`src/rtl/dmem_ctrl_pkg.sv`:
```
// dmem_ctrl_pkg: shared types and constants for the data-memory controller.
//   mem_size_t    - access size strobe from the control unit
//   dmem_state_t  - controller FSM states
//   BE_*          - base byte-enable patterns, shifted by the byte offset
//   addr_misaligned() - alignment rule shared by the FSM
package dmem_ctrl_pkg;

    typedef enum logic [1:0] {
        byte_size     = 2'd0,
        halfword_size = 2'd1,
        word_size     = 2'd2
    } mem_size_t;

    typedef enum logic [1:0] {
        IDLE     = 2'd0,
        REQ      = 2'd1,
        WAIT_RSP = 2'd2,
        DONE     = 2'd3
    } dmem_state_t;

    localparam logic [3:0] BE_BYTE = 4'b0001;
    localparam logic [3:0] BE_HALF = 4'b0011;
    localparam logic [3:0] BE_WORD = 4'b1111;

    // Halfwords must sit on even addresses, words on multiples of four.
    function automatic logic addr_misaligned(input mem_size_t size, input logic [1:0] off);
        logic res;
        res = 1'b0;
        case (size)
            halfword_size: res = off[0];
            word_size:     res = (off != 2'b00);
            default:       res = 1'b0;
        endcase
        return res;
    endfunction

endpackage

```
`src/rtl/dmem_ctrl_if.sv`:
```
// dmem_ctrl_if: handshaked memory bus between dmem_ctrl and the interconnect.
//   bus_req_valid/ready - request handshake
//   bus_req_addr/we/be/wdata - request fields (word address, byte enables)
//   bus_rsp_valid/data  - read data or write acknowledge
interface dmem_ctrl_if;
    logic        bus_req_valid;
    logic        bus_req_ready;
    logic [31:0] bus_req_addr;
    logic        bus_req_we;
    logic [3:0]  bus_req_be;
    logic [31:0] bus_req_wdata;
    logic        bus_rsp_valid;
    logic [31:0] bus_rsp_data;

    modport master (
        output bus_req_valid, bus_req_addr, bus_req_we, bus_req_be, bus_req_wdata,
        input  bus_req_ready, bus_rsp_valid, bus_rsp_data
    );

    modport slave (
        input  bus_req_valid, bus_req_addr, bus_req_we, bus_req_be, bus_req_wdata,
        output bus_req_ready, bus_rsp_valid, bus_rsp_data
    );
endinterface

```
`src/rtl/dmem_ctrl_lsu_align.sv`:
```
// lsu_align: purely combinational lane logic for loads and stores.
//   i_size, i_addr_lo  - access size and byte offset within the word
//   i_wr_data          - store data (low bytes significant)
//   i_rsp_data         - raw read word from the bus
//   i_zero_extend      - 1 = zero-extend loads, 0 = sign-extend
//   o_be, o_wdata      - byte enables and lane-replicated store data
//   o_rd_data          - selected and extended load result
module lsu_align
    import dmem_ctrl_pkg::*;
(
    input  mem_size_t   i_size,
    input  logic [1:0]  i_addr_lo,
    input  logic [31:0] i_wr_data,
    input  logic [31:0] i_rsp_data,
    input  logic        i_zero_extend,
    output logic [3:0]  o_be,
    output logic [31:0] o_wdata,
    output logic [31:0] o_rd_data
);
    logic [7:0]  w_lane [4];
    logic [7:0]  w_byte;
    logic [15:0] w_half;

    for (genvar gi = 0; gi < 4; gi++) begin : g_lane
        assign w_lane[gi] = i_rsp_data[8*gi +: 8];
    end

    // Halfword lane is chosen by addr[1] only; addr[0] is zero when aligned.
    assign w_byte = w_lane[i_addr_lo];
    assign w_half = {w_lane[{i_addr_lo[1], 1'b1}], w_lane[{i_addr_lo[1], 1'b0}]};

    always_comb begin
        o_be      = BE_WORD;
        o_wdata   = i_wr_data;
        o_rd_data = i_rsp_data;
        case (i_size)
            byte_size: begin
                o_be      = BE_BYTE << i_addr_lo;
                o_wdata   = {4{i_wr_data[7:0]}};
                o_rd_data = i_zero_extend ? {24'd0, w_byte} : {{24{w_byte[7]}}, w_byte};
            end
            halfword_size: begin
                o_be      = BE_HALF << i_addr_lo;
                o_wdata   = {2{i_wr_data[15:0]}};
                o_rd_data = i_zero_extend ? {16'd0, w_half} : {{16{w_half[15]}}, w_half};
            end
            default: ;
        endcase
    end
endmodule

```
`src/rtl/dmem_ctrl.sv`:
```
// dmem_ctrl: sequences one core data access onto the handshaked memory bus.
//   clk, reset            - clock, synchronous active-high reset
//   dmem_req/wr_en/size/zero_extend/addr/wr_data - access from the core
//   dmem_rd_data, misaligned, bus_err - results, valid only in DONE
//   stall                 - holds the core until DONE
//   bus                   - memory bus master port
module dmem_ctrl
    import dmem_ctrl_pkg::*;
#(
    parameter int TIMEOUT_CYCLES = 255
) (
    input  logic        clk,
    input  logic        reset,
    input  logic        dmem_req,
    input  logic        dmem_wr_en,
    input  mem_size_t   dmem_size,
    input  logic        dmem_zero_extend,
    input  logic [31:0] dmem_addr,
    input  logic [31:0] dmem_wr_data,
    output logic [31:0] dmem_rd_data,
    output logic        stall,
    output logic        misaligned,
    output logic        bus_err,
    dmem_ctrl_if.master bus
);
    localparam int CW = $clog2(TIMEOUT_CYCLES + 1);
    // Last WAIT_RSP cycle index; reaching it without a response aborts.
    localparam logic [CW-1:0] TMO_LAST = CW'(TIMEOUT_CYCLES - 1);

    dmem_state_t r_state, w_state_next;
    logic [CW-1:0] r_cnt;
    logic [31:0]   r_addr, r_wdata, r_rd_data;
    mem_size_t     r_size;
    logic          r_we, r_zext, r_mis, r_err;

    logic          w_mis_in, w_timeout, w_in_req, w_in_done;
    logic [3:0]    w_be;
    logic [31:0]   w_wdata, w_load_data;

    assign w_mis_in  = addr_misaligned(dmem_size, dmem_addr[1:0]);
    assign w_timeout = (r_cnt == TMO_LAST);
    assign w_in_req  = (r_state == REQ);
    assign w_in_done = (r_state == DONE);

    lsu_align u_align (
        .i_size        (r_size),
        .i_addr_lo     (r_addr[1:0]),
        .i_wr_data     (r_wdata),
        .i_rsp_data    (bus.bus_rsp_data),
        .i_zero_extend (r_zext),
        .o_be          (w_be),
        .o_wdata       (w_wdata),
        .o_rd_data     (w_load_data)
    );

    always_ff @(posedge clk) begin
        if (reset) begin
            r_state   <= IDLE;
            r_cnt     <= '0;
            r_addr    <= '0;
            r_wdata   <= '0;
            r_size    <= byte_size;
            r_we      <= 1'b0;
            r_zext    <= 1'b0;
            r_rd_data <= '0;
            r_mis     <= 1'b0;
            r_err     <= 1'b0;
        end else begin
            r_state <= w_state_next;
            case (r_state)
                IDLE: begin
                    if (dmem_req) begin
                        r_addr    <= dmem_addr;
                        r_wdata   <= dmem_wr_data;
                        r_size    <= dmem_size;
                        r_we      <= dmem_wr_en;
                        r_zext    <= dmem_zero_extend;
                        r_mis     <= w_mis_in;
                        r_err     <= 1'b0;
                        r_rd_data <= '0;
                    end
                end
                // Held at zero while requesting so WAIT_RSP always starts at 0.
                REQ: r_cnt <= '0;
                WAIT_RSP: begin
                    if (bus.bus_rsp_valid) begin
                        r_rd_data <= r_we ? 32'd0 : w_load_data;
                    end else if (w_timeout) begin
                        r_err     <= 1'b1;
                        r_rd_data <= '0;
                    end else begin
                        r_cnt <= r_cnt + 1'b1;
                    end
                end
                default: ;
            endcase
        end
    end

    always_comb begin
        w_state_next = r_state;
        stall        = 1'b0;
        case (r_state)
            IDLE: begin
                if (dmem_req) begin
                    stall        = 1'b1;
                    w_state_next = w_mis_in ? DONE : REQ;
                end
            end
            REQ: begin
                stall = 1'b1;
                if (bus.bus_req_ready) w_state_next = WAIT_RSP;
            end
            WAIT_RSP: begin
                stall = 1'b1;
                // A response arriving on the timeout cycle still completes normally.
                if (bus.bus_rsp_valid || w_timeout) w_state_next = DONE;
            end
            DONE:    w_state_next = IDLE;
            default: w_state_next = IDLE;
        endcase
    end

    assign bus.bus_req_valid = w_in_req;
    assign bus.bus_req_addr  = w_in_req ? {r_addr[31:2], 2'b00} : 32'd0;
    assign bus.bus_req_we    = w_in_req & r_we;
    assign bus.bus_req_be    = w_in_req ? w_be : 4'd0;
    assign bus.bus_req_wdata = w_in_req ? w_wdata : 32'd0;

    assign dmem_rd_data = w_in_done ? r_rd_data : 32'd0;
    assign misaligned   = w_in_done & r_mis;
    assign bus_err      = w_in_done & r_err;
endmodule

```
`src/flat_wrapper.sv`:
```
// flat-port wrapper written by rule: the top's interface ports become plain ports
module dmem_ctrl_flat import dmem_ctrl_pkg::*;
#(
    parameter int TIMEOUT_CYCLES = 255
)
  (clk, reset, dmem_req, dmem_wr_en, dmem_size, dmem_zero_extend, dmem_addr, dmem_wr_data, dmem_rd_data, stall, misaligned, bus_err, bus_bus_req_valid, bus_bus_req_addr, bus_bus_req_we, bus_bus_req_be, bus_bus_req_wdata, bus_bus_req_ready, bus_bus_rsp_valid, bus_bus_rsp_data);
  dmem_ctrl_if bus_i ();
  input  logic clk;
  input  logic reset;
  input  logic dmem_req;
  input  logic dmem_wr_en;
  input  mem_size_t dmem_size;
  input  logic dmem_zero_extend;
  input  logic [31:0] dmem_addr;
  input  logic [31:0] dmem_wr_data;
  output logic [31:0] dmem_rd_data;
  output logic stall;
  output logic misaligned;
  output logic bus_err;
  output wire logic [$bits(bus_i.bus_req_valid)-1:0] bus_bus_req_valid;
  output wire logic [$bits(bus_i.bus_req_addr)-1:0] bus_bus_req_addr;
  output wire logic [$bits(bus_i.bus_req_we)-1:0] bus_bus_req_we;
  output wire logic [$bits(bus_i.bus_req_be)-1:0] bus_bus_req_be;
  output wire logic [$bits(bus_i.bus_req_wdata)-1:0] bus_bus_req_wdata;
  input wire logic [$bits(bus_i.bus_req_ready)-1:0] bus_bus_req_ready;
  input wire logic [$bits(bus_i.bus_rsp_valid)-1:0] bus_bus_rsp_valid;
  input wire logic [$bits(bus_i.bus_rsp_data)-1:0] bus_bus_rsp_data;
  assign bus_bus_req_valid = bus_i.bus_req_valid;
  assign bus_bus_req_addr = bus_i.bus_req_addr;
  assign bus_bus_req_we = bus_i.bus_req_we;
  assign bus_bus_req_be = bus_i.bus_req_be;
  assign bus_bus_req_wdata = bus_i.bus_req_wdata;
  assign bus_i.bus_req_ready = bus_bus_req_ready;
  assign bus_i.bus_rsp_valid = bus_bus_rsp_valid;
  assign bus_i.bus_rsp_data = bus_bus_rsp_data;
  dmem_ctrl #(.TIMEOUT_CYCLES(TIMEOUT_CYCLES)) u_core (.clk(clk), .reset(reset), .dmem_req(dmem_req), .dmem_wr_en(dmem_wr_en), .dmem_size(dmem_size), .dmem_zero_extend(dmem_zero_extend), .dmem_addr(dmem_addr), .dmem_wr_data(dmem_wr_data), .dmem_rd_data(dmem_rd_data), .stall(stall), .misaligned(misaligned), .bus_err(bus_err), .bus(bus_i));
endmodule
```
`config.mk`:
```
export PLATFORM = sky130hd
export DESIGN_NAME = dmem_ctrl_flat
export DESIGN_NICKNAME = d
export VERILOG_FILES = /design/src/rtl/dmem_ctrl_pkg.sv /design/src/rtl/dmem_ctrl_if.sv /design/src/rtl/dmem_ctrl_lsu_align.sv /design/src/rtl/dmem_ctrl.sv /design/src/flat_wrapper.sv
export SDC_FILE = /design/constraint.sdc
export NUM_CORES = 1
export LEC_CHECK = 0
export BUFFER_PORTS_ARGS = -buffer_cell sky130_fd_sc_hd__buf_4
export CORE_MARGIN = 2
export CORE_UTILIZATION = 25
export CTS_CLUSTER_DIAMETER = 30
export DETAILED_ROUTE_END_ITERATION = 7
export HOLD_SLACK_MARGIN = 0.05
export PLACE_DENSITY = 0.58
export REMOVE_ABC_BUFFERS = 1
export SKIP_LAST_GASP = 1
export SLEW_MARGIN = 0
export SYNTH_ARGS = -nofsm -noshare
export SYNTH_HDL_FRONTEND = slang
export SYNTH_SLANG_ARGS = --single-unit
```
`constraint.sdc`:
```
create_clock -name clk -period 2.5 [get_ports clk]
set_input_delay 0.125 -clock clk [delete_from_list [all_inputs] [get_ports clk]]
set_output_delay 0.125 -clock clk [all_outputs]
set_load 0.02 [all_outputs]
```
# [After elaboration in Yosys (flattened, before gate mapping)]
# Cells that the tools add are included.
# Widths: inputs -> output; s select.
[totals] ff_bits=112 input_bits=105
[op_classes] bitwise_logic=6 shifts=2 magnitude_cmp=3 n_mux=38 addsub=1 n_eq_ne=14 reduce_logical=12
[ops] cell="$mux 32" n=9
[ops] cell="$pmux 32 s2" n=3
[ops] cell="$mux 8" n=8
[ops] cell="$bmux 8 s2" n=3
[ops] cell="$pmux 8 s2" n=1
[ops] cell="$ge 3x3->1 const B" n=3
[ops] cell="$not 2->3" n=3
[ops] cell="$reduce_and 3->1" n=3
[ops] cell="$add 8x1->8 const B" n=1
[ops] cell="$eq 8x8->1 const B" n=1
[ops] cell="$mux 2" n=4
[ops] cell="$ne 2x2->1 const B" n=4
[ops] cell="$pmux 2 s4" n=1
[ops] cell="$pmux 4 s2" n=1
[ops] cell="$eq 2x1->1 const B" n=3
[ops] cell="$eq 2x2->1 const B" n=3
[ops] cell="$pmux 1 s2" n=3
[ops] cell="$reduce_bool 2->1" n=3
[ops] cell="$logic_not 2->1" n=2
[ops] cell="$mux 1" n=4
[ops] cell="$mux 4" n=1
[ops] cell="$ne 2x1->1 const B" n=2
[ops] cell="$reduce_and 4->1" n=1
[ops] cell="$shl 1x2->4 const A" n=1
[ops] cell="6 further kinds" n=8

# [Longest topological paths before layout]
# Gate-level depths: netlist of run 1.
[logic_depth] depth_word=9 depth_mapped=8 mapped_depth_nobuf=6

# [Modules after synthesis]
# From an unflattened synthesis of run 1, not the netlist that was laid out.
[hier_totals] hier_cells=856 area_unflattened_um2=6576.3
[modules_own_cells] module="dmem_ctrl" n_inst=1 cells_each=643 area_per_inst_um2=5098.6 seq_area_each_um2=2242.2
[modules_own_cells] module="lsu_align" n_inst=1 cells_each=213 area_per_inst_um2=1477.7 seq_area_each_um2=0.0

# [Least setup slack after synthesis of run 1]
# No wires, ideal clock.
[synth_path] path_type="register -> register" start="register u_core.r_state[1]" end="register u_core.r_cnt[6]" arrival_ps=1819 slack_ps=622 stages_incl_launch_ff=8 path_cell_list="dfxtp_1 inv_1 ha_1 buf_2 nor2b_1 or2_1 or4_1 nand2_1"
[synth_between] elab_chain_cells=3 word_cells_on_any_way=7 classes_between="4 x eq/ne; 1 x mux; 2 x reduce/logical"
[synth_lines] element="start: declaration" line="dmem_ctrl.sv:30" text="dmem_state_t r_state, w_state_next;"
[synth_lines] element="start signal: assignment" line="dmem_ctrl.sv:69" text="r_state <= w_state_next;"
[synth_lines] element="$eq 2x1->1 *"
[synth_lines] element="via bus_bus_req_valid" line="flat_wrapper.sv:20" text="output wire logic [$bits(bus_i.bus_req_valid)-1:0] bus_bus_req_valid;"
[synth_lines] element="$reduce_bool 2->1 (no source line)"
[synth_lines] element="$reduce_and 3->1 (no source line)"
[synth_lines] element="end signal: assignment" line="dmem_ctrl.sv:92" text="r_cnt <= r_cnt + 1'b1;"
[synth_lines] element="end: declaration" line="dmem_ctrl.sv:31" text="logic [CW-1:0] r_cnt;"
# Mark *: on every way through the listed nets, which the timed path passes. The rest lies on a longest branch.
# A chain may end at the register's enable or synchronous reset.

# [Final worst setup path of run 1]
[layout_path] start="register u_core.r_state[1]" end="output port bus_bus_req_wdata[22]"
[layout_between] elab_chain_cells=2
[layout_lines] element="$eq 2x1->1" line="dmem_ctrl.sv:42" text="assign w_in_req = (r_state == REQ);"
[layout_lines] element="$mux 32" line="dmem_ctrl.sv:128" text="assign bus.bus_req_wdata = w_in_req ? w_wdata : 32'd0;"
[layout_lines] element="end: declaration" line="flat_wrapper.sv:24" text="output wire logic [$bits(bus_i.bus_req_wdata)-1:0] bus_bus_req_wdata;"
# No other way between the ends.

==> results of run 1 <==
[worst max path at each step]
stage                                        start                                 to  slack, ns  cells after the start
detailed placement  u_core.r_state[0]$_SDFFE_PP0P_  u_core.r_rd_data[17]$_SDFFE_PP0P_       0.47                      5
CTS                 u_core.r_state[1]$_SDFFE_PP0P_              bus_bus_req_wdata[22]       0.23                      6
global placement    u_core.r_state[0]$_SDFFE_PP0P_  u_core.r_rd_data[19]$_SDFFE_PP0P_       0.53                      7
global route        u_core.r_state[1]$_SDFFE_PP0P_              bus_bus_req_wdata[22]       0.08                      6
floorplan           u_core.r_state[0]$_SDFFE_PP0P_  u_core.r_rd_data[16]$_SDFFE_PP0P_      -0.70                      6
finish              u_core.r_state[1]$_SDFFE_PP0P_              bus_bus_req_wdata[22]       0.30                      6
[placed cells by master (no fill, tap or decap), types with 10 or more instances in the layout]
master         instances
buf_4                223
nand2_1              170
dfxtp_1              111
dlygate4sd3_1         84
and2_1                81
a21oi_1               77
a221o_1               23
nor2_1                21
mux2i_1               18
inv_1                 15
o2bb2ai_1             15
nor2b_1               10
[area by class of cell]
cell class                 instances  area, µm²  share of cell area, %
multi-input combinational        533       3281                  37.11
timing repair buffer             310       2575                  29.13
sequential                       112       2243                  25.38
tap                              313      391.6                  4.430
clock buffer                      10      239.0                  2.703
inverter                          15      56.30                 0.6369
clock inverter                     6      51.30                 0.5803
antenna                            1      2.502                0.02831
[power by group through the flow]
stage	Sequential [mW]	Combinational, mW	Clock, mW
2_1_floorplan	2.24	1.40	0
3_3_place_gp	2.24	2.45	0
3_5_place_dp	2.25	2.45	0
4_1_cts	2.21	2.57	1.52
5_1_grt	2.25	2.81	1.58
6_report	2.21	2.53	1.46
[routing by layer]
metal  track usage (%)  wire [µm]  up-vias
met5                 0          0        -
met4             3.757        234        0
met3             4.653       1559       16
met2             26.69       9028      202
met1             20.04       8812     2806
li1                  -          -     3003
[per-stage QoR]
| stage | power, mW | utilization (%) | setup WS (ns) |
|---|---|---|---|
| after floorplan | 3.641 | - | -0.6952 |
| after global placement | 4.690 | 33.83 | 0.5271 |
| after detailed placement | 4.706 | 33.83 | 0.4710 |
| after CTS | 6.304 | 38.80 | 0.2254 |
| after global routing | 6.633 | 38.80 | 0.08349 |
| final | 6.197 | 38.81 | 0.2974 |
[registers in the layout (all words and copies together), names as in the netlist, 2 cells and up]
register,cells
u_core.r_addr,32
u_core.r_rd_data,32
u_core.r_wdata,32
u_core.r_cnt,8
u_core.r_size,2
u_core.r_state,2
[cells in the mapped netlist, drive strengths merged (3+ instances only)]
master | count | area share (%)
o31ai | 3 | 0.38
clkbuf | 36 | 2.3
a21boi | 8 | 1.0
nand2b | 3 | 0.32
nor3 | 4 | 0.34
inv | 15 | 0.96
and3 | 5 | 0.53
ha | 9 | 1.9
o211ai | 4 | 0.51
o21a | 3 | 0.38
nor2 | 21 | 1.3
nand2 | 172 | 11
nand3 | 6 | 0.51
o2bb2ai | 15 | 2.2
o22ai | 8 | 0.86
mux2i | 18 | 3.1
a221oi | 9 | 1.3
buf | 25 | 2.5
o21ai | 11 | 1.1
or4 | 4 | 0.51
a22o | 9 | 1.3
and2 | 82 | 8.8
a21oi | 78 | 6.7
nor2b | 10 | 1.1
dfxtp | 112 | 38
a221o | 23 | 3.9
mux4 | 9 | 3.5
[worst register-to-register path, delay by kind of cell, from the launching register on]
kind / cells / cell delay, ns
compound gates: 1 / 0.27
fa+ha+maj: 1 / 0.39
buf+inv: 1 / 0.11
flops: 1 / 0.35
simple gates: 2 / 0.88
[kinds of logic (layout without fill, tap and decap cells)]
family / Yosys count / in the layout / share of synthesized area [%]
compound gates: 178 / 178 / 20.92
fa+ha+maj: 9 / 9 / 1.925
simple gates: 317 / 317 / 26.39
buf+inv: 76 / 341 / 5.774
mux: 27 / 27 / 6.608
other cells: 1 / 3 / 0.06410
flops: 112 / 112 / 38.32
==> results.py, run 1 <==
metrics = {
    "global_routing": {
        "grt_pass1_vias": 5929,
        "grt_max_degree": 59,
        "grt-ovfl-total": 0,
        "grt_use_total_pct": 15.89,
        "grt_pass1_wl_mm": 31.42,
        "antenna_found_initial": 0,
    },
    "yosys": {
        "synthCells": 720,
        "syn-mean-instance-area_um2": 8.126,
        "synth_cell_types": 51,
        "synth_edf_count": 0,
        "synthFlopType": "dfxtp_1",
        "synth-seq-cells": 112,
        "yosysWarnings": 0,
        "async_flop_share_pct": 0,
        "seq_area_frac_synth_pct": 38.32,
        "synth.cell_area_um2": 5851,
    },
    "sta": {
        "maxSlewViolCount": 0,
        "setup_viol": 0,
        "fin_crit_ns": 2.203,
        "worst_slew_margin_rel_pct": 58.53,
        "whs_ns": 0.07918,
        "grt_setup_unrepaired": "false",
        "setup_tns_ns": 0,
        "fmax_mhz": 454.0,
        "hold_viol": 0,
        "post-route-period-util_pct": 88.10,
        "tightest_slew_ns": 0.6221,
        "skew_ns": 0.01165,
    },
    "place": {
        "gp_congestion": 0.8017,
        "placedCellCount": 1199,
        "dpl.hpwl_mm": 13.46,
        "port_buffers": 207,
        "detailed_place.area_um2": 7706,
    },
    "setup_path": {
        "r2r-end": "u_core.r_rd_data[26]$_SDFFE_PP0P_",
        "cp_max_fo": 54,
        "path_cells": "inv_1, ha_2, buf_4, buf_4, nor2b_1, buf_4",
        "worstReg2RegStart": "u_core.r_state[0]$_SDFFE_PP0P_",
        "end_kind": "output port",
        "r2r_setup_slack_ns": 0.45,
        "critPathBufInv": 4,
        "crit_path_frequent_cell": "buf_4",
        "path_class": "flop to output port",
        "required_ns": 2.38,
        "reg2reg_depth": 5,
        "cpPeakStageDelay_ns": 0.41,
        "start_kind": "flop",
        "arrival_ns": 2.08,
        "cpLargestDelayFamily": "buffers and inverters",
        "crit_slowest_cell": "buf_4",
    },
    "pwr": {
        "p_int_mw": 3.784,
        "switching_share_pct": 38.95,
        "pwr-share-comb_pct": 40.8,
        "power.share.clock_pct": 23.6,
        "ir_drop_uv": 363.8,
        "power_frac_seq_pct": 35.7,
        "p_per_area_nw_per_um2": 701.1,
        "power_switching_mw": 2.413,
        "power.leakage_nw": 3.722,
    },
    "clock_network": {
        "cts-root-buf": "clkbuf_16",
        "cts_tree": "yes",
        "cts_resized": 0,
        "cts_inserted_buffers": 9,
        "hold_buffers": 84,
        "clk_pin_slew_ns": 0.08,
        "h-tree-depth": 3,
        "clkSinkCount": 112,
        "postCtsSetupBuffers": 0,
        "clockBufferDepth": 2,
        "clk_latency_ns": 0.36,
    },
    "routing": {
        "drc_errors": 0,
        "ant_nets": 0,
        "first_pass_iters": 4,
        "via_count": 6027,
        "wl_mm": 19.64,
        "first_iter_violations": 235,
        "wl_per_cell_um": 15.10,
        "via_per_inst": 4.636,
    },
    "hold_path": {
        "hold_end": "u_core.r_rd_data[11]$_SDFFE_PP0P_",
        "hold_depth": 3,
        "min_from": "bus_bus_rsp_data[11]",
        "hold_class": "input pin to flop",
    },
    "final_layout": {
        "final_net_count": 1095,
        "syn2layout_area_growth_pct": 51.09,
        "nFillCells": 2324,
        "layoutNonFillerInstCount": 1300,
        "layout-drive-gt1-share_pct": 26.47,
        "final_area_um2": 8840,
    },
    "floorplan": {
        "io_pins": 210,
        "initial_utilization_pct": 25.69,
        "die_w_um": 157.0,
        "fp.coreArea_um2": 22780,
        "die_h_um": 157.0,
        "dieArea_um2": 24640,
        "num_rows": 55,
    },
    "run": {
        "maxCapViolCount": 0,
    },
    "run_status": {
        "status": "finished, final reports clean",
    },
}
Note: power is estimated with default switching activity, not from simulation.
==> run 2: changes to the inputs <==
--- a/config.mk
+++ b/config.mk
@@ -12,6 +12,7 @@
 export DETAILED_ROUTE_END_ITERATION = 7
 export HOLD_SLACK_MARGIN = 0.05
 export PLACE_DENSITY = 0.58
+export RECOVER_POWER = 25
 export REMOVE_ABC_BUFFERS = 1
 export SKIP_LAST_GASP = 1
 export SLEW_MARGIN = 0
==> run 2 against run 1 <==
Sequential share of layout area grew 0.12 points; flip-flop and latch count is the same; worst setup slack lost 0.019 ns; core utilization shrank 0.18 points; first-iteration DRC count grew 3.8%; combinational power is essentially flat; worst hold slack gained 0.0048 ns; sequential power is essentially flat; fmax shrank 0.84%; clock power is essentially flat; critical endpoint is now u_core.r_addr[29]$_SDFFE_PP0P_.
==> results.py, run 2 (same netlist as run 1, synthesis figures left out) <==
metrics = {
    "run_status": {
        "status": "finished, final reports clean",
    },
    "final_layout": {
        "nFillCells": 2335,
        "layout-drive-gt1-share_pct": 25.76,
        "final_common_cell": "buf_4",
        "top_regs": "u_core.r_addr: 32 flops, u_core.r_rd_data: 32 flops, u_core.r_wdata: 32 flops",
        "syn2layout_area_growth_pct": 50.41,
        "post-route-util_pct": 38.63,
        "final_cell_mix": "buf_4 (217), nand2_1 (171), dfxtp_1 (111)",
        "final_net_count": 1095,
    },
    "routing": {
        "drc_errors": 0,
        "via_count": 6040,
        "via_per_inst": 4.646,
        "first_iter_violations": 244,
        "wl_per_cell_um": 15.13,
        "first_pass_iters": 4,
        "wl_mm": 19.67,
        "ant_nets": 0,
    },
    "setup_path": {
        "end_kind": "flop",
        "worstReg2RegStart": "u_core.r_state[0]$_SDFFE_PP0P_",
        "reg2reg_depth": 6,
        "critPathLaunch": "u_core.r_state[0]$_SDFFE_PP0P_",
        "required_ns": 2.80,
        "path_class": "flop to flop",
        "r2r-end": "u_core.r_addr[29]$_SDFFE_PP0P_",
        "start_kind": "flop",
        "r2r_setup_slack_ns": 0.28,
        "arrival_ns": 2.52,
        "cp_max_fo": 58,
        "endpoint": "u_core.r_addr[29]$_SDFFE_PP0P_",
    },
    "global_routing": {
        "grt_pass1_vias": 5929,
        "grt_max_degree": 59,
        "antenna_found_initial": 0,
        "grt_use_total_pct": 15.89,
        "grt_pass1_wl_mm": 31.42,
        "grt-ovfl-total": 0,
    },
    "floorplan": {
        "initial_utilization_pct": 25.69,
        "dieArea_um2": 24640,
        "num_rows": 55,
        "fp.coreArea_um2": 22780,
        "io_pins": 210,
        "die_w_um": 157.0,
        "die_h_um": 157.0,
    },
    "sta": {
        "maxSlewViolCount": 0,
        "hold_viol": 0,
        "setup_viol": 0,
        "tightest_slew_ns": 0.6824,
        "skew_ns": 0.01128,
        "worst_slew_margin_rel_pct": 54.51,
        "fmax_mhz": 450.2,
        "fin_crit_ns": 2.221,
        "final.setup.worst_slack_ns": 0.2787,
        "grt_setup_unrepaired": "false",
        "whs_ns": 0.08401,
        "post-route-period-util_pct": 88.85,
    },
    "place": {
        "gp_congestion": 0.8017,
        "dpl.hpwl_mm": 13.46,
        "dpl_worst_slack_ns": 0.4710,
        "port_buffers": 207,
    },
    "clock_network": {
        "clkSinkCount": 112,
        "h-tree-depth": 3,
        "cts-root-buf": "clkbuf_16",
        "clk_latency_ns": 0.36,
        "cts_tree": "yes",
        "clockBufferDepth": 2,
        "cts_inserted_buffers": 9,
        "clk_pin_slew_ns": 0.09,
    },
    "pwr": {
        "power.leakage_nw": 3.662,
        "ir_drop_uv": 355.6,
        "p_per_area_nw_per_um2": 701.2,
    },
    "hold_path": {
        "hold_class": "input pin to flop",
    },
    "run": {
        "maxCapViolCount": 0,
    },
}
## run 2: changes by cell type in the layout (fill, tap and decap cells not counted), moves of 6 or more
cell / delta
and2_0: +27
and2_1: -27
clkbuf_1: +6
buf_4: -6
## run 2: how the worst min path moves through the flow
stage	startpoint	to	slack [ns]	cells past startpoint
detailed placement	bus_bus_rsp_data[21]	u_core.r_rd_data[21]$_SDFFE_PP0P_	0.38	2
floorplan	reset	u_core.r_addr[0]$_SDFFE_PP0P_	0.19	1
global route	bus_bus_rsp_data[10]	u_core.r_rd_data[10]$_SDFFE_PP0P_	0.1	3
CTS	bus_bus_rsp_data[10]	u_core.r_rd_data[10]$_SDFFE_PP0P_	0.06	3
finish	bus_bus_rsp_data[10]	u_core.r_rd_data[10]$_SDFFE_PP0P_	0.08	3
global placement	dmem_addr[18]	u_core.r_addr[18]$_SDFFE_PP0P_	0.37	3
## run 2: worst max-delay path, cell delays in order, from the launching register on
cell and delay [ns]:
dfxtp_1 0.39, inv_1 0.10, ha_1 0.28, nand2_1 0.41, buf_4 0.64, nand2_1 0.14, a21oi_1 0.15
## run 2: metrics by stage
step | power, mW | area [µm²] | TNS (ns) | instances
detailed placement | 4.706 | 7706 | 0 | 1199
CTS | 6.304 | 8837 | 0 | 1299
finish | 6.170 | 8800 | 0 | 1300
global route | 6.607 | 8797 | 0 | 1299
floorplan | 3.641 | 5573 | -20.96 | 660
global placement | 4.690 | 7706 | 0 | 1199
## run 2: area by class of cell
class                   instances  area [µm²]  share of cell area, %
diodes                          1       2.502                0.02844
clock buffers                  10       239.0                  2.716
flip-flops and latches        112        2243                  25.49
well taps                     313       391.6                  4.450
inverters                      15       56.30                 0.6398
multi-input cells             533        3278                  37.25
repair buffers                310        2537                  28.84
clock inverters                 6       51.30                 0.5830
## run 2: power by group
group | leakage [nW] | switching [mW] | internal [mW]
Sequential | 0.914 | 0.187 | 2.02
Clock | 0.145 | 0.733 | 0.722
Combinational | 2.60 | 1.49 | 1.02
## run 2: repair_timing
| item | 4_1_cts | 5_1_grt |
|---|---|---|
| hold buffers | 84 | 0 |
| hold endpoints to repair | 84 | 0 |
| resized for setup | 0 | 0 |
| buffers inserted | 0 | 0 |
## run 2: layer usage
metal / global-route usage, % / wire length (µm) / vias up
met5: 0 / 0 / -
met4: 3.757 / 199 / 0
met3: 4.653 / 1514 / 13
met2: 26.69 / 9091 / 209
met1: 20.04 / 8868 / 2810
li1: - / - / 3008
==> run 3: changes to the inputs <==
--- a/config.mk
+++ b/config.mk
@@ -11,7 +11,6 @@
 export CTS_CLUSTER_DIAMETER = 30
 export DETAILED_ROUTE_END_ITERATION = 7
 export HOLD_SLACK_MARGIN = 0.05
-export PLACE_DENSITY = 0.58
 export RECOVER_POWER = 25
 export REMOVE_ABC_BUFFERS = 1
 export SKIP_LAST_GASP = 1
==> run 3 against run 2 <==
Worst setup slack worse by 0.099 ns; clock skew is 0.0045 ns lower; wire length is 0.30% higher; core utilization is 0.18 points lower; flip-flop and latch count stayed put.
==> results.py, run 3 (same netlist as run 1, synthesis figures left out) <==
metrics = {
    "place": {
        "placedCellCount": 1197,
        "port_buffers": 207,
        "dpl.hpwl_mm": 13.33,
        "gp_congestion": 0.7989,
    },
    "run": {
        "maxCapViolCount": 0,
    },
    "sta": {
        "maxSlewViolCount": 0,
        "fmax_mhz": 431.0,
        "fin_crit_ns": 2.320,
        "tightest_slew_ns": 0.8894,
        "whs_ns": 0.07538,
        "grt_setup_unrepaired": "false",
        "worst_slew_margin_rel_pct": 40.71,
        "post-route-period-util_pct": 92.82,
        "skew_ns": 0.006771,
        "hold_viol": 0,
        "setup_tns_ns": 0,
        "setup_viol": 0,
    },
    "final_layout": {
        "layoutNonFillerInstCount": 1298,
        "final_cell_mix": "buf_4 (207), nand2_1 (170), dfxtp_1 (111)",
        "final_net_count": 1093,
        "post-route-util_pct": 38.46,
        "final-seq-area_um2": 2243,
        "top_regs": "u_core.r_addr: 32 flops, u_core.r_rd_data: 32 flops, u_core.r_wdata: 32 flops",
        "layout-drive-gt1-share_pct": 24.92,
        "syn2layout_area_growth_pct": 49.72,
        "multiInputGateArea_um2": 3279,
        "final_common_cell": "buf_4",
        "nFillCells": 2308,
    },
    "pwr": {
        "p_per_area_nw_per_um2": 706.5,
        "ir_drop_uv": 375.2,
        "power.leakage_nw": 3.637,
    },
    "setup_path": {
        "arrival_ns": 2.20,
        "cpLargestDelayFamily": "buffers and inverters",
        "path_class": "flop to output port",
        "end_kind": "output port",
        "start_kind": "flop",
        "crit_path_frequent_cell": "buf_4",
        "cp_max_fo": 37,
        "cpPeakStageDelay_ns": 0.45,
        "path_cells": "inv_1, ha_2, buf_4, a21boi_1, buf_4",
        "crit_slowest_cell": "ha_2",
        "required_ns": 2.38,
        "critPathBufInv": 3,
    },
    "clock_network": {
        "cts-root-buf": "clkbuf_16",
        "clkSinkCount": 112,
        "cts_inserted_buffers": 9,
        "postCtsSetupBuffers": 0,
        "clockBufferDepth": 2,
        "cts_tree": "yes",
        "clk_pin_slew_ns": 0.08,
        "clk_latency_ns": 0.36,
        "h-tree-depth": 3,
    },
    "floorplan": {
        "io_pins": 210,
        "dieArea_um2": 24640,
        "num_rows": 55,
        "initial_utilization_pct": 25.69,
        "die_h_um": 157.0,
        "die_w_um": 157.0,
        "fp.coreArea_um2": 22780,
    },
    "routing": {
        "via_count": 6025,
        "drc_errors": 0,
        "first_iter_violations": 260,
        "ant_nets": 0,
        "first_pass_iters": 5,
        "via_per_inst": 4.642,
        "wl_mm": 19.73,
        "wl_per_cell_um": 15.20,
    },
    "global_routing": {
        "grt_pass1_wl_mm": 31.03,
        "grt-ovfl-total": 0,
        "grt_use_total_pct": 15.84,
        "grt_pass1_vias": 5909,
        "antenna_found_initial": 2,
        "grt_max_degree": 81,
    },
    "hold_path": {
        "hold_class": "input pin to flop",
    },
    "run_status": {
        "status": "finished, final reports clean",
    },
}
==> run 3: routing by layer <==
metal | track usage (%) | up-vias | wire length (µm)
met1 | 19.64 | 2772 | 8688
met3 | 4.543 | 17 | 1625
li1 | - | 2997 | -
met5 | 0 | - | 0
met4 | 3.844 | 0 | 255
met2 | 27.05 | 239 | 9165
==> run 3: report_power, final <==
| part | switching, mW | total, mW | internal [mW] |
|---|---|---|---|
| clock network | 0.723 | 1.47 | 0.743 |
| registers | 0.153 | 2.18 | 2.02 |
| logic | 1.53 | 2.55 | 1.02 |
| total | 2.40 | 6.19 | 3.79 |
==> run 3: path summary, 6_finish.rpt <==
check | start | slack, ns | cells past startpoint | endpoint
worst max-delay path | u_core.r_state[1]$_SDFFE_PP0P_ | 0.18 | 5 | bus_bus_req_wdata[11]
worst max register to register | u_core.r_state[0]$_SDFFE_PP0P_ | 0.36 | 7 | u_core.r_rd_data[27]$_SDFFE_PP0P_
worst min-delay path | bus_bus_rsp_data[14] | 0.08 | 3 | u_core.r_rd_data[14]$_SDFFE_PP0P_
worst min register to register | u_core.r_addr[22]$_SDFFE_PP0P_ | 0.45 | 2 | u_core.r_addr[22]$_SDFFE_PP0P_
==> run 3: timing repair <==
action / 4_1_cts / 5_1_grt
hold endpoints to repair: 84 / 0
setup endpoints to repair: 1 / 0
hold buffers: 84 / 0
resized for setup: 1 / 0
==> run 3: final cells by class <==
cell class	count	area share, %
Antenna cell	2	0.05713
Inverter	15	0.6428
Clock buffer	11	2.885
Tap cell	313	4.471
Multi-Input combinational cell	533	37.44
Sequential cell	112	25.61
Clock inverter	4	0.4142
Timing Repair Buffer	308	28.48
==> run 3: tightest hold or removal path: cells and delay by family <==
kind	cells	cell delay, ns
buffers and inverters	1	0.10
AOI/OAI and AO/OA	2	0.18
==> run 3: metrics by stage <==
stage	cell area (µm²)	setup slack (ns)	total power, mW
floorplan	5573	-0.6952	3.641
global placement	7679	0.4150	4.660
detailed placement	7679	0.3811	4.682
CTS	8808	0.09602	6.274
global route	8760	0.007569	6.597
finish	8760	0.1796	6.189
